===== config.mk =====
export PLATFORM = sky130hd
export DESIGN_NAME = ifu
export DESIGN_NICKNAME = d
export VERILOG_FILES = /design/src/rtl/ifu_pkg.sv /design/src/rtl/ifu_fifo.sv /design/src/rtl/ifu.sv
export SDC_FILE = /design/constraint.sdc
export NUM_CORES = 1
export LEC_CHECK = 0
export ABC_AREA = 1
export CORE_UTILIZATION = 54
export DETAILED_ROUTE_END_ITERATION = 7
export HOLD_SLACK_MARGIN = 0.03
export PLACE_DENSITY_LB_ADDON = 0.08
export REMOVE_ABC_BUFFERS = 1
export SLEW_MARGIN = 40
export SYNTH_ARGS = -nofsm -noshare
export SYNTH_HDL_FRONTEND = slang
export SYNTH_SLANG_ARGS = --single-unit

===== constraint.sdc =====
create_clock -name clk -period 8.77 [get_ports clk]
set_input_delay 0.877 -clock clk [delete_from_list [all_inputs] [get_ports clk]]
set_output_delay 0.877 -clock clk [all_outputs]
set_load 0.1 [all_outputs]

===== src/rtl/ifu_pkg.sv =====
// ifu_pkg: shared types and constants for the instruction fetch unit.
//   - IFU_RESET_PC  : default PC loaded at reset
//   - FIFO_DEPTH    : instruction queue depth (fixed at 2)
//   - OPC_MSB/LSB   : opcode field range inside an instruction word
//   - ifu_state_e   : fetch FSM states (IDLE, FETCH, HALT)
//   - fetch_entry_t : one queued {pc, instr} pair
package ifu_pkg;

  localparam logic [31:0] IFU_RESET_PC = 32'h0000_0000;
  localparam int          FIFO_DEPTH   = 2;
  localparam int          OPC_MSB      = 6;
  localparam int          OPC_LSB      = 0;

  typedef enum logic [1:0] {
    IFU_IDLE  = 2'd0,
    IFU_FETCH = 2'd1,
    IFU_HALT  = 2'd2
  } ifu_state_e;

  typedef struct packed {
    logic [31:0] pc;
    logic [31:0] instr;
  } fetch_entry_t;

endpackage


===== src/rtl/ifu_fifo.sv =====
// ifu_fifo: 2-entry {pc, instr} queue between the ITCM response path and decode.
//   clk, rst_n : clock, asynchronous active-low reset
//   flush      : empties the queue; overrides push and pop in the same cycle
//   push       : write push_data at the tail (caller guarantees space, or a pop)
//   pop        : retire the head entry
//   head       : registered head entry (stable while not popped)
//   count      : number of valid entries, 0..2
module ifu_fifo
  import ifu_pkg::*;
(
  input  logic         clk,
  input  logic         rst_n,
  input  logic         flush,
  input  logic         push,
  input  fetch_entry_t push_data,
  input  logic         pop,
  output fetch_entry_t head,
  output logic [1:0]   count
);

  fetch_entry_t mem_q [FIFO_DEPTH];
  fetch_entry_t mem_d [FIFO_DEPTH];
  logic         rd_ptr_q, rd_ptr_d;
  logic         wr_ptr_q, wr_ptr_d;
  logic [1:0]   count_q,  count_d;

  always_comb begin
    // NOTE: every always_comb output gets a default first so no path leaves it unassigned (no latch).
    mem_d    = mem_q;
    rd_ptr_d = rd_ptr_q;
    wr_ptr_d = wr_ptr_q;
    count_d  = count_q;
    if (flush) begin
      rd_ptr_d = 1'b0;
      wr_ptr_d = 1'b0;
      count_d  = 2'd0;
    end else begin
      // On a full queue with push and pop together, the tail slot is the
      // head slot being vacated, so the write and the pop use the same entry.
      if (push) begin
        mem_d[wr_ptr_q] = push_data;
        wr_ptr_d        = ~wr_ptr_q;
      end
      if (pop) begin
        rd_ptr_d = ~rd_ptr_q;
      end
      count_d = count_q + {1'b0, push} - {1'b0, pop};
    end
  end

  always_ff @(posedge clk or negedge rst_n) begin
    if (!rst_n) begin
      // NOTE: storage is reset here because the head entry drives if_pc/if_instr, which must read 0 out of reset.
      for (int i = 0; i < FIFO_DEPTH; i++) begin
        mem_q[i] <= '0;
      end
      rd_ptr_q <= 1'b0;
      wr_ptr_q <= 1'b0;
      count_q  <= 2'd0;
    end else begin
      // NOTE: sequential state uses non-blocking assignments so all flops update from pre-edge values.
      mem_q    <= mem_d;
      rd_ptr_q <= rd_ptr_d;
      wr_ptr_q <= wr_ptr_d;
      count_q  <= count_d;
    end
  end

  assign head  = mem_q[rd_ptr_q];
  assign count = count_q;

endmodule


===== src/rtl/ifu.sv =====
// ifu: instruction fetch unit. Owns the PC, fetches words from the ITCM over a
// req/gnt port (rvalid exactly one cycle after grant), queues responses in
// ifu_fifo and presents {pc, instr, opcode} to decode over valid/ready.
// Redirects from execute reload the PC, flush the queue and kill in-flight
// responses.
//   clk, rst_n                 : clock, asynchronous active-low reset
//   redirect_valid/redirect_pc : taken branch / jump target
//   itcm_req/itcm_addr/itcm_gnt: fetch request port
//   itcm_rvalid/itcm_rdata     : fetch response port
//   if_valid/if_ready          : decode handshake
//   if_instr/if_pc/if_opcode   : instruction presented to decode
//   if_misalign                : misaligned redirect seen (HALT)
// Build option: define IFU_MISALIGN_CHK_EN to halt on redirects with
// redirect_pc[1:0] != 0; otherwise those bits are ignored and if_misalign is 0.
module ifu
  import ifu_pkg::*;
#(
  parameter logic [31:0] RESET_PC = IFU_RESET_PC
) (
  input  logic        clk,
  input  logic        rst_n,
  input  logic        redirect_valid,
  input  logic [31:0] redirect_pc,
  output logic        itcm_req,
  output logic [31:0] itcm_addr,
  input  logic        itcm_gnt,
  input  logic        itcm_rvalid,
  input  logic [31:0] itcm_rdata,
  output logic        if_valid,
  input  logic        if_ready,
  output logic [31:0] if_instr,
  output logic [31:0] if_pc,
  output logic [6:0]  if_opcode,
  output logic        if_misalign
);

  ifu_state_e   state_q, state_d;
  logic [31:0]  pc_q, pc_d;
  logic [31:0]  rsp_pc_q, rsp_pc_d;
  logic [1:0]   inflight_q, inflight_d;
  logic [1:0]   kill_q, kill_d;

  logic         fire;
  logic         pop;
  logic         rsp_take;
  logic         push;
  logic         misaligned;
  logic [2:0]   credits;
  logic [31:0]  target_pc;
  logic [1:0]   q_count;
  fetch_entry_t q_head;
  fetch_entry_t q_push_data;

  // Targets are always word aligned; the low bits only feed the misalign check.
  assign target_pc = {redirect_pc[31:2], 2'b00};

`ifdef IFU_MISALIGN_CHK_EN
  assign misaligned  = |redirect_pc[1:0];
  assign if_misalign = (state_q == IFU_HALT);
`else
  logic unused_redirect_low;
  assign unused_redirect_low = ^redirect_pc[1:0];
  assign misaligned  = 1'b0;
  assign if_misalign = 1'b0;
`endif

  assign pop      = if_valid & if_ready;
  // Only responses we are still owed count; a stray rvalid is ignored.
  assign rsp_take = itcm_rvalid & (inflight_q != 2'd0);
  // Slots already claimed: queued + in flight, minus the entry leaving now.
  assign credits  = {1'b0, q_count} + {1'b0, inflight_q} - {2'b00, pop};

  always_comb begin
    state_d    = state_q;
    pc_d       = pc_q;
    rsp_pc_d   = rsp_pc_q;
    kill_d     = kill_q;
    itcm_req   = (state_q == IFU_FETCH) && !redirect_valid && (credits < 3'd2);
    fire       = itcm_req & itcm_gnt;
    push       = rsp_take && (kill_q == 2'd0) && !redirect_valid;
    inflight_d = inflight_q + {1'b0, fire} - {1'b0, rsp_take};

    if (fire) begin
      rsp_pc_d = pc_q;
    end

    case (state_q)
      IFU_IDLE:  state_d = IFU_FETCH;
      IFU_FETCH: state_d = IFU_FETCH;
      IFU_HALT:  state_d = IFU_HALT;
      default:   state_d = IFU_IDLE;
    endcase

    if (redirect_valid) begin
      // Everything still owed after this cycle belongs to the old path.
      pc_d    = target_pc;
      kill_d  = inflight_d;
      state_d = misaligned ? IFU_HALT : IFU_FETCH;
    end else begin
      if (fire) begin
        pc_d = pc_q + 32'd4;
      end
      if (rsp_take && (kill_q != 2'd0)) begin
        kill_d = kill_q - 2'd1;
      end
    end
  end

  always_ff @(posedge clk or negedge rst_n) begin
    if (!rst_n) begin
      state_q    <= IFU_IDLE;
      pc_q       <= RESET_PC;
      rsp_pc_q   <= RESET_PC;
      inflight_q <= 2'd0;
      kill_q     <= 2'd0;
    end else begin
      state_q    <= state_d;
      pc_q       <= pc_d;
      rsp_pc_q   <= rsp_pc_d;
      inflight_q <= inflight_d;
      kill_q     <= kill_d;
    end
  end

  assign q_push_data = '{pc: rsp_pc_q, instr: itcm_rdata};

  ifu_fifo u_fifo (
    .clk       (clk),
    .rst_n     (rst_n),
    .flush     (redirect_valid),
    .push      (push),
    .push_data (q_push_data),
    .pop       (pop),
    .head      (q_head),
    .count     (q_count)
  );

  assign itcm_addr = pc_q;
  assign if_valid  = (q_count != 2'd0);
  assign if_instr  = q_head.instr;
  assign if_pc     = q_head.pc;
  assign if_opcode = q_head.instr[OPC_MSB:OPC_LSB];

endmodule


==> results of run 1 <==
-- synth_stat cells (all sizes together) --
cell type	n	area (um^2)
ha	7	87.6
buf	44	332
xor2	6	52.6
conb	1	3.75
nand2	503	1910
nand3	76	385
dfrtp	194	4850
a21oi	1	5.00
xnor2	6	52.6
and2	2	12.5
o21ai	171	878
inv	127	477
clkbuf	25	95.1
nor2	44	190
fa	1	20.0
nor3	2	15.0
-- cell type report --
cell class	instances	share of cell area
Clock inverter	13	0.0135
Sequential cell	194	0.438
Timing Repair Buffer	175	0.113
Multi-Input combinational cell	824	0.327
Clock buffer	19	0.0400
Inverter	127	0.0430
Tap cell	220	0.0248
-- critical path, stage by stage --
cell             delay [ns]
clkdlybuf4s50_1        0.40
nand2_1                0.11
inv_1                  0.05
ha_1                   0.26
inv_1                  0.08
nand2_1                0.07
fa_1                   0.48
nand2_1                0.06
nor3_2                 0.16
nand2_1                0.08
inv_1                  0.05
buf_2                  0.41
-- routing by layer --
metal / vias to the layer above / global-route usage / share of wire
li1: 4000 / - / -
met5: - / 0 / 0
met1: 3611 / 0.347 / 0.46
met2: 203 / 0.396 / 0.47
met4: 0 / 0.0758 / 0.017
met3: 25 / 0.0422 / 0.047
-- registers in the layout (all words and copies together), names as in the netlist --
name,cells
u_fifo.mem_q,124
itcm_addr,30
rsp_pc_q,30
inflight_q,2
kill_q,2
state_q,2
u_fifo.count,2
u_fifo.rd_ptr_q,1
u_fifo.wr_ptr_q,1
-- cell families (layout without fill, tap and decap cells) --
group,after synthesis,after routing,synth area share
flip-flops,194,194,0.518
adder cells (fa/ha/maj),8,8,0.0115
other,1,5,0.000400
AO/OA/AOI/OAI,172,172,0.0943
XOR/XNOR,12,12,0.0112
buffers and inverters,196,334,0.0964
AND/OR/NAND/NOR,627,627,0.268
-- worst paths after layout --
kind	end	slack, ns	cells after the start
min in group clk	state_q[1]$_DFF_PN0_	0.43	1
max	itcm_req	4.81	12
max reg2reg	kill_q[1]$_DFFE_PN0P_	5.34	18
max in group asynchronous	u_fifo.mem_q[18]$_DFFE_PN0P_	7.19	2
min reg2reg	state_q[1]$_DFF_PN0_	0.43	1
min	u_fifo.mem_q[72]$_DFFE_PN0P_	0.43	1
-- through the flow --
| stage | instance area [um^2] | hold WS, ns | std cells | util |
|---|---|---|---|---|
| 2_1_floorplan | 8960 | 0.402 | 1145 | - |
| 3_3_place_gp | 11000 | 0.420 | 1540 | 0.655 |
| 3_5_place_dp | 10500 | 0.416 | 1540 | 0.626 |
| 4_1_cts | 11100 | 0.431 | 1572 | 0.661 |
| 5_1_grt | 11100 | 0.459 | 1572 | 0.661 |
| 6_report | 11100 | 0.428 | 1572 | 0.661 |
-- cells in the final DEF, fill, tap and decap left out, drive strengths merged --
cell type and instances:
a21oi 1, and2 2, buf 108, bufinv 2, clkbuf 20, clkdlybuf4s50 66, clkinv 3, clkinvlp 3
conb 5, dfrtp 194, fa 1, ha 7, inv 132, nand2 503, nand3 76, nor2 44
nor3 2, o21ai 171, xnor2 6, xor2 6
==> reports/qor.yml, run 1 <==
dieHeight_um: 134
clock_latency_ns: 0.43
max_freq_mhz: 252
grt_usage: 0.248
cts_buffers: 17
port_buffers: 168
ctsResizeCount: 0
cts_sinks: 194
dp_slack_ns: 4.59
status: "completed"
cts.root.buffer_cell: "clkbuf_16"
multi_input_area_um2: 3630
gp_congestion: 0.853
floorplan.initialDensity: 0.559
worstMarginPinSlew_ns: 0.795
crit_type: "input port to output pin"
maxSlewHeadroom: 0.470
vias: 7839
regArea_um2: 4860
grt_pass1_vias: 7030
end_kind: "output pin"
num_io_pins: 176
timing.rr.start: "u_fifo.count[1]$_DFF_PN0_"
ys_types: 29
syn_avg_cell_area_um2: 7.75
hold_violations: 0
tns_ns: 0
num_antenna_cells: 0
clk_pin_slew_ns: 0.07
drive_gt1_frac: 0.121
yosys_warnings: 0
crit_start: "if_ready"
drt_first_iter_violations: 530
setup_viol: 0
timing.final.max_slew_violations: 0
coreArea_um2: 16800
syn2layout_area_growth_pct: 18.3
critPathLaunchType: "input port"
clock_path_buffers: 2
maxCapViolations: 0
cts_setup_buffers: 0
ys_seq_area_frac: 0.518
setup_slack_ns: 4.81
drt_first_pass_iters: 5
hpwl_um: 13700
layout.nets: 1417
tritoncts: "done"
holdBufCountCts: 0
drc_errors: 0
htreeDepth: 4
wl_per_cell_um: 13.5
syn_area_um2: 9370
rows: 47
antenna_left: 0
fillers: 1504
die-area_um2: 17900
antenna_found_initial: 0
rsz0062_at_grt: "no"
period_needed_ns: 3.96
crit_arrival_ns: 3.09
required_ns: 7.89
ys_seq_elements: 194
post-route-period-util: 0.452
die_width_um: 134
grt_max_degree: 121
crit_path_max_fanout: 3
clock_skew_ns: 0.0103
viasPerCell: 4.99
grt_pass1_wl_um: 35100
routed_wl_um: 21200
hold_path_class: "input port to asynchronous set/reset pin"
grt-ovfl-total: 0
syn_inst: 1210
Power of run 1 is left out: the tool's default activity adds up to more than one toggle a clock period on the data nets, which glitch-free logic cannot reach.
==> run 2, diff against run 1 <==
--- a/config.mk
+++ b/config.mk
@@ -6,7 +6,7 @@
 export NUM_CORES = 1
 export LEC_CHECK = 0
 export ABC_AREA = 1
-export CORE_UTILIZATION = 54
+export CORE_UTILIZATION = 53
 export DETAILED_ROUTE_END_ITERATION = 7
 export HOLD_SLACK_MARGIN = 0.03
 export PLACE_DENSITY_LB_ADDON = 0.08
==> constraint.sdc (replaced) <==
create_clock -name clk -period 4.16 [get_ports clk]
set_input_delay 0.416 -clock clk [delete_from_list [all_inputs] [get_ports clk]]
set_output_delay 0.416 -clock clk [all_outputs]
set_load 0.1 [all_outputs]
==> run 2 against run 1 <==
Effect of this change:
- die area rose by 1.9%
- sequential cell count did not move
- core utilization fell by 0.44 points
- non-clock buffer count rose by 9
- worst setup slack got worse by 3.7 ns
- count of clock-buffer cells in the layout rose by 2
- final cell count rose by 0.83%
- via count rose by 0.92%
- critical path type is now flip-flop to output pin
==> reports/qor.yml, run 2 (synthesis results as in run 1) <==
vias: 7911
rows: 48
grt_usage: 0.253
clock_skew_ns: 0.00812
hpwl_um: 14600
dieHeight_um: 135
drive_gt1_frac: 0.125
num_io_pins: 176
required_ns: 3.74
drt_first_iter_violations: 597
period_needed_ns: 3.08
most-common-layout-cells: "nand2_1, dfrtp_1, inv_1"
coreArea_um2: 17300
post-route-period-util: 0.741
port_buffers: 168
final_common_cell: "nand2_1"
worstMarginPinSlew_ns: 0.769
maxCapViolations: 0
regMostFlops: "u_fifo.mem_q"
hold_path_class: "flip-flop to flip-flop"
grt-ovfl-total: 0
cts.root.buffer_cell: "clkbuf_16"
status: "completed"
htreeDepth: 4
layout.nets: 1426
cts_sinks: 194
max_freq_mhz: 324
drc_errors: 0
syn2layout_area_growth_pct: 21.3
grt_pass1_vias: 7422
maxSlewHeadroom: 0.487
clock_latency_ns: 0.43
die_width_um: 135
setup_viol: 0
rsz0062_at_grt: "no"
ctsResizeCount: 0
wl_per_cell_um: 13.8
clk_pin_slew_ns: 0.07
placedCellCount: 1553
largest_reg_flops: 124
drt_first_pass_iters: 5
floorplan.initialDensity: 0.542
grt_max_degree: 122
viasPerCell: 4.99
critPathLaunchType: "flip-flop"
num_antenna_cells: 0
cts_setup_buffers: 0
holdBufCountCts: 1
setup_slack_ns: 1.08
antenna_left: 0
end_kind: "output pin"
timing.final.max_slew_violations: 0
dp_slack_ns: 0.897
routed_wl_um: 21800
hold_violations: 0
antenna_found_initial: 0
clock_path_buffers: 2
crit_arrival_ns: 2.67
stdcell_count: 1585
crit_path_max_fanout: 3
cts_buffers: 17
grt_pass1_wl_um: 36400
gp_congestion: 0.884
tritoncts: "done"
crit_type: "flip-flop to output pin"
die-area_um2: 18200
run 2: cell count changes in the layout (fill, tap and decap cells not counted), sizes merged:
| cell | before | now |
|---|---|---|
| buf | 108 | 116 |
| inv | 132 | 129 |
| clkbuf | 20 | 22 |
| clkinv | 3 | 1 |
| bufinv | 2 | 3 |
| clkinvlp | 3 | 4 |
| dlygate4sd3 | 0 | 1 |
run 2: critical path: stages (launching register included):
cell and delay [ns]:
dfrtp_1 0.40, inv_1 0.09, nand2_1 0.07, nand2_1 0.09, inv_1 0.05, ha_1 0.26
inv_1 0.10, nand2_1 0.07, fa_1 0.48, nand2_1 0.06, nor3_2 0.16, nand2_1 0.09
inv_1 0.06, buf_4 0.28
run 2: per-stage QoR:
step / hold WS [ns] / instance area, um^2 / setup TNS (ns) / utilization
final: 0.464 / 11400 / 0 / 0.657
after floorplan: 0.120 / 8960 / -0.829 / -
after global routing: 0.470 / 11400 / 0 / 0.657
after global placement: 0.446 / 10900 / 0 / 0.629
after CTS: 0.466 / 11400 / 0 / 0.657
after detailed placement: 0.457 / 10700 / 0 / 0.621
run 2: layout make-up:
class | count | area [um^2]
Tap cell | 225 | 282
Inverter | 127 | 477
Fill cell | 1559 | 5930
Clock inverter | 10 | 149
Multi-Input combinational cell | 824 | 3630
Sequential cell | 194 | 4860
Timing Repair Buffer | 184 | 1500
Clock buffer | 21 | 470
run 2: metal layers:
layer  track usage  routed length [um]  vias up
li1              -                   -     4017
met2         0.416               10300      216
met1         0.352               10200     3659
met3        0.0390                1050       19
met4        0.0649                 255        0
met5             0                   0        -
run 2: path summary, 6_finish.rpt:
| check | from | end | slack [ns] | cells after the start |
|---|---|---|---|---|
| setup / recovery | u_fifo.count[1]$_DFF_PN0_ | itcm_req | 1.08 | 13 |
| hold / removal | state_q[0]$_DFF_PN0_ | state_q[1]$_DFF_PN0_ | 0.46 | 1 |
| setup reg to reg | u_fifo.count[1]$_DFF_PN0_ | kill_q[1]$_DFFE_PN0P_ | 1.19 | 18 |
| hold reg to reg | state_q[0]$_DFF_PN0_ | state_q[1]$_DFF_PN0_ | 0.46 | 1 |
| max in group asynchronous | rst_n | u_fifo.mem_q[37]$_DFFE_PN0P_ | 2.82 | 3 |
| min in group asynchronous | rst_n | u_fifo.mem_q[72]$_DFFE_PN0P_ | 0.58 | 2 |
Power of run 2 is left out for the same reason.
==> run 3, diff against run 2 <==
==> constraint.sdc (replaced) <==
create_clock -name clk -period 2.88 [get_ports clk]
set_input_delay 0.288 -clock clk [delete_from_list [all_inputs] [get_ports clk]]
set_output_delay 0.288 -clock clk [all_outputs]
set_load 0.1 [all_outputs]
==> run 3 against run 2 <==
Effect of this change:
- sequential cell count is the same
- critical path type is now flip-flop to flip-flop
- the run now ends with negative setup slack left
- register-to-register slack got worse by 1.2 ns
- worst setup slack got worse by 1.1 ns
- clock skew about the same
- sequential share of layout area fell by 3.8 points
- core utilization up 6.4 points
- cell area increased by 9.7%
- final cell count increased by 1.0%
- global-route usage grew 0.28 points
==> reports/qor.yml, run 3 (synthesis results as in run 1) <==
maxSlewHeadroom: 0.496
critPathLaunchType: "flip-flop"
grt_pass1_wl_um: 36500
final_common_cell: "nand2_1"
antenna_found_initial: 0
viasPerCell: 5.04
dieHeight_um: 135
cts_buffers: 17
rows: 48
critPathBufInv: 4
crit_cells: 18
clock_latency_ns: 0.43
grt_usage: 0.256
crit_path_max_fanout: 2
worstMarginPinSlew_ns: 0.755
regMostFlops: "u_fifo.mem_q"
holdCritStartpoint: "itcm_rdata[13]"
tns_ns: -0.109
fillers: 1342
drc_errors: 0
num_antenna_cells: 0
wl_per_cell_um: 13.7
crit_arrival_ns: 3.30
hold_path_class: "input port to flip-flop"
clock_path_buffers: 2
grt_pass1_vias: 7533
post-route-period-util: 1.02
coreArea_um2: 17300
port_buffers: 168
path_common_cell: "inv_2"
floorplan.initialDensity: 0.542
critPathTopFamily: "adder cells"
required_ns: 3.25
clk_pin_slew_ns: 0.07
status: "finished with violations"
violations: "negative setup slack"
syn2layout_area_growth_pct: 33.1
cp_slowest_cell: "fa_1"
max_freq_mhz: 342
tritoncts: "done"
worst_path_largest_cell_delay_ns: 0.54
cts.root.buffer_cell: "clkbuf_16"
whs_path_depth: 3
timing.rr.start: "u_fifo.count[1]$_DFF_PN0_"
hpwl_um: 15000
end_kind: "flip-flop"
crit_type: "flip-flop to flip-flop"
drive_gt1_frac: 0.144
vias: 8073
cts_sinks: 194
worstRegToRegCells: 18
maxCapViolations: 0
setup_slack_ns: -0.0480
gp_congestion: 0.899
crit_start: "u_fifo.count[1]$_DFF_PN0_"
timing.final.max_slew_violations: 0
die-area_um2: 18200
hold_violations: 0
largest_reg_flops: 124
routed_wl_um: 21900
most-common-layout-cells: "nand2_1, dfrtp_1, inv_1"
die_width_um: 135
critical_path.cell_chain: "inv_2 -> nand2_2 -> nand2_2 -> inv_2 -> ha_4 -> inv_2 -> nand2_2 -> fa_1 -> nand2_1 -> nor3_2 -> nand3_2 -> ha_4 -> inv_2 -> ha_4 -> xnor2_2 -> xnor2_1 -> nand2_1 -> nand2_1"
drt_first_iter_violations: 565
htreeDepth: 4
period_needed_ns: 2.93
num_io_pins: 176
layout.nets: 1441
grt_max_degree: 87
setup_viol: 3
clock_skew_ns: 0.00775
rsz0062_at_grt: "yes"
grt-ovfl-total: 0
antenna_left: 0
drt_first_pass_iters: 5
==> run 3: repair_timing <==
| item | 4_1_cts | 5_1_grt |
|---|---|---|
| buffers inserted | 2 | 4 |
| pin swaps | 0 | 11 |
| hold buffers | 1 | 0 |
| gates resized for setup | 1 | 16 |
| endpoints found under the hold margin | 80 | 0 |
| setup endpoints to repair | 2 | 13 |
==> run 3: path summary, 6_finish.rpt <==
kind                                                     end  slack [ns]
min in group asynchronous       u_fifo.mem_q[64]$_DFFE_PN0P_        0.47
worst min register to register          state_q[1]$_DFF_PN0_        0.44
worst max register to register         kill_q[1]$_DFFE_PN0P_       -0.05
worst max-delay path                   kill_q[1]$_DFFE_PN0P_       -0.05
worst min-delay path            u_fifo.mem_q[77]$_DFFE_PN0P_        0.42
max in group asynchronous           rsp_pc_q[21]$_DFFE_PN0P_        1.62
==> run 3: metal layers <==
metal / track usage / vias up / routed length [um]
li1: - / 4044 / -
met1: 0.346 / 3801 / 9910
met2: 0.423 / 203 / 10600
met3: 0.0417 / 25 / 1040
met4: 0.0824 / 0 / 306
met5: 0 / - / 0
==> run 3: area by class of cell <==
class                           instances  area (um^2)  area share
Multi-Input combinational cell        824         3680       0.295
Timing Repair Buffer                  199         2620       0.210
Clock inverter                         13          125      0.0100
Tap cell                              225          282      0.0226
Sequential cell                       194         4860       0.389
Clock buffer                           19          433      0.0347
Inverter                              127          477      0.0382
==> run 3: metrics by stage <==
stage          utilization  cell area, um^2  worst slack [ns]  std cells  hold WS (ns)
2_1_floorplan            -             8960             -1.61       1145      -0.00759
3_3_place_gp         0.682            11800            -0.109       1562         0.381
3_5_place_dp         0.682            11800            -0.171       1562         0.383
4_1_cts              0.716            12400           0.00408       1597         0.409
5_1_grt              0.721            12500            -0.256       1601         0.419
6_report             0.721            12500           -0.0480       1601         0.422
==> run 3: worst register-to-register path, delay by kind of cell, from the launching register on <==
family                     cells  cell delay (ns)
xor gates and xnor gates       2             0.33
adders and majority gates      4             1.19
DFF                            1             0.39
buffers and inverters          4             0.22
and+or+nand+nor                8             0.72
Power of run 3 is left out for the same reason.
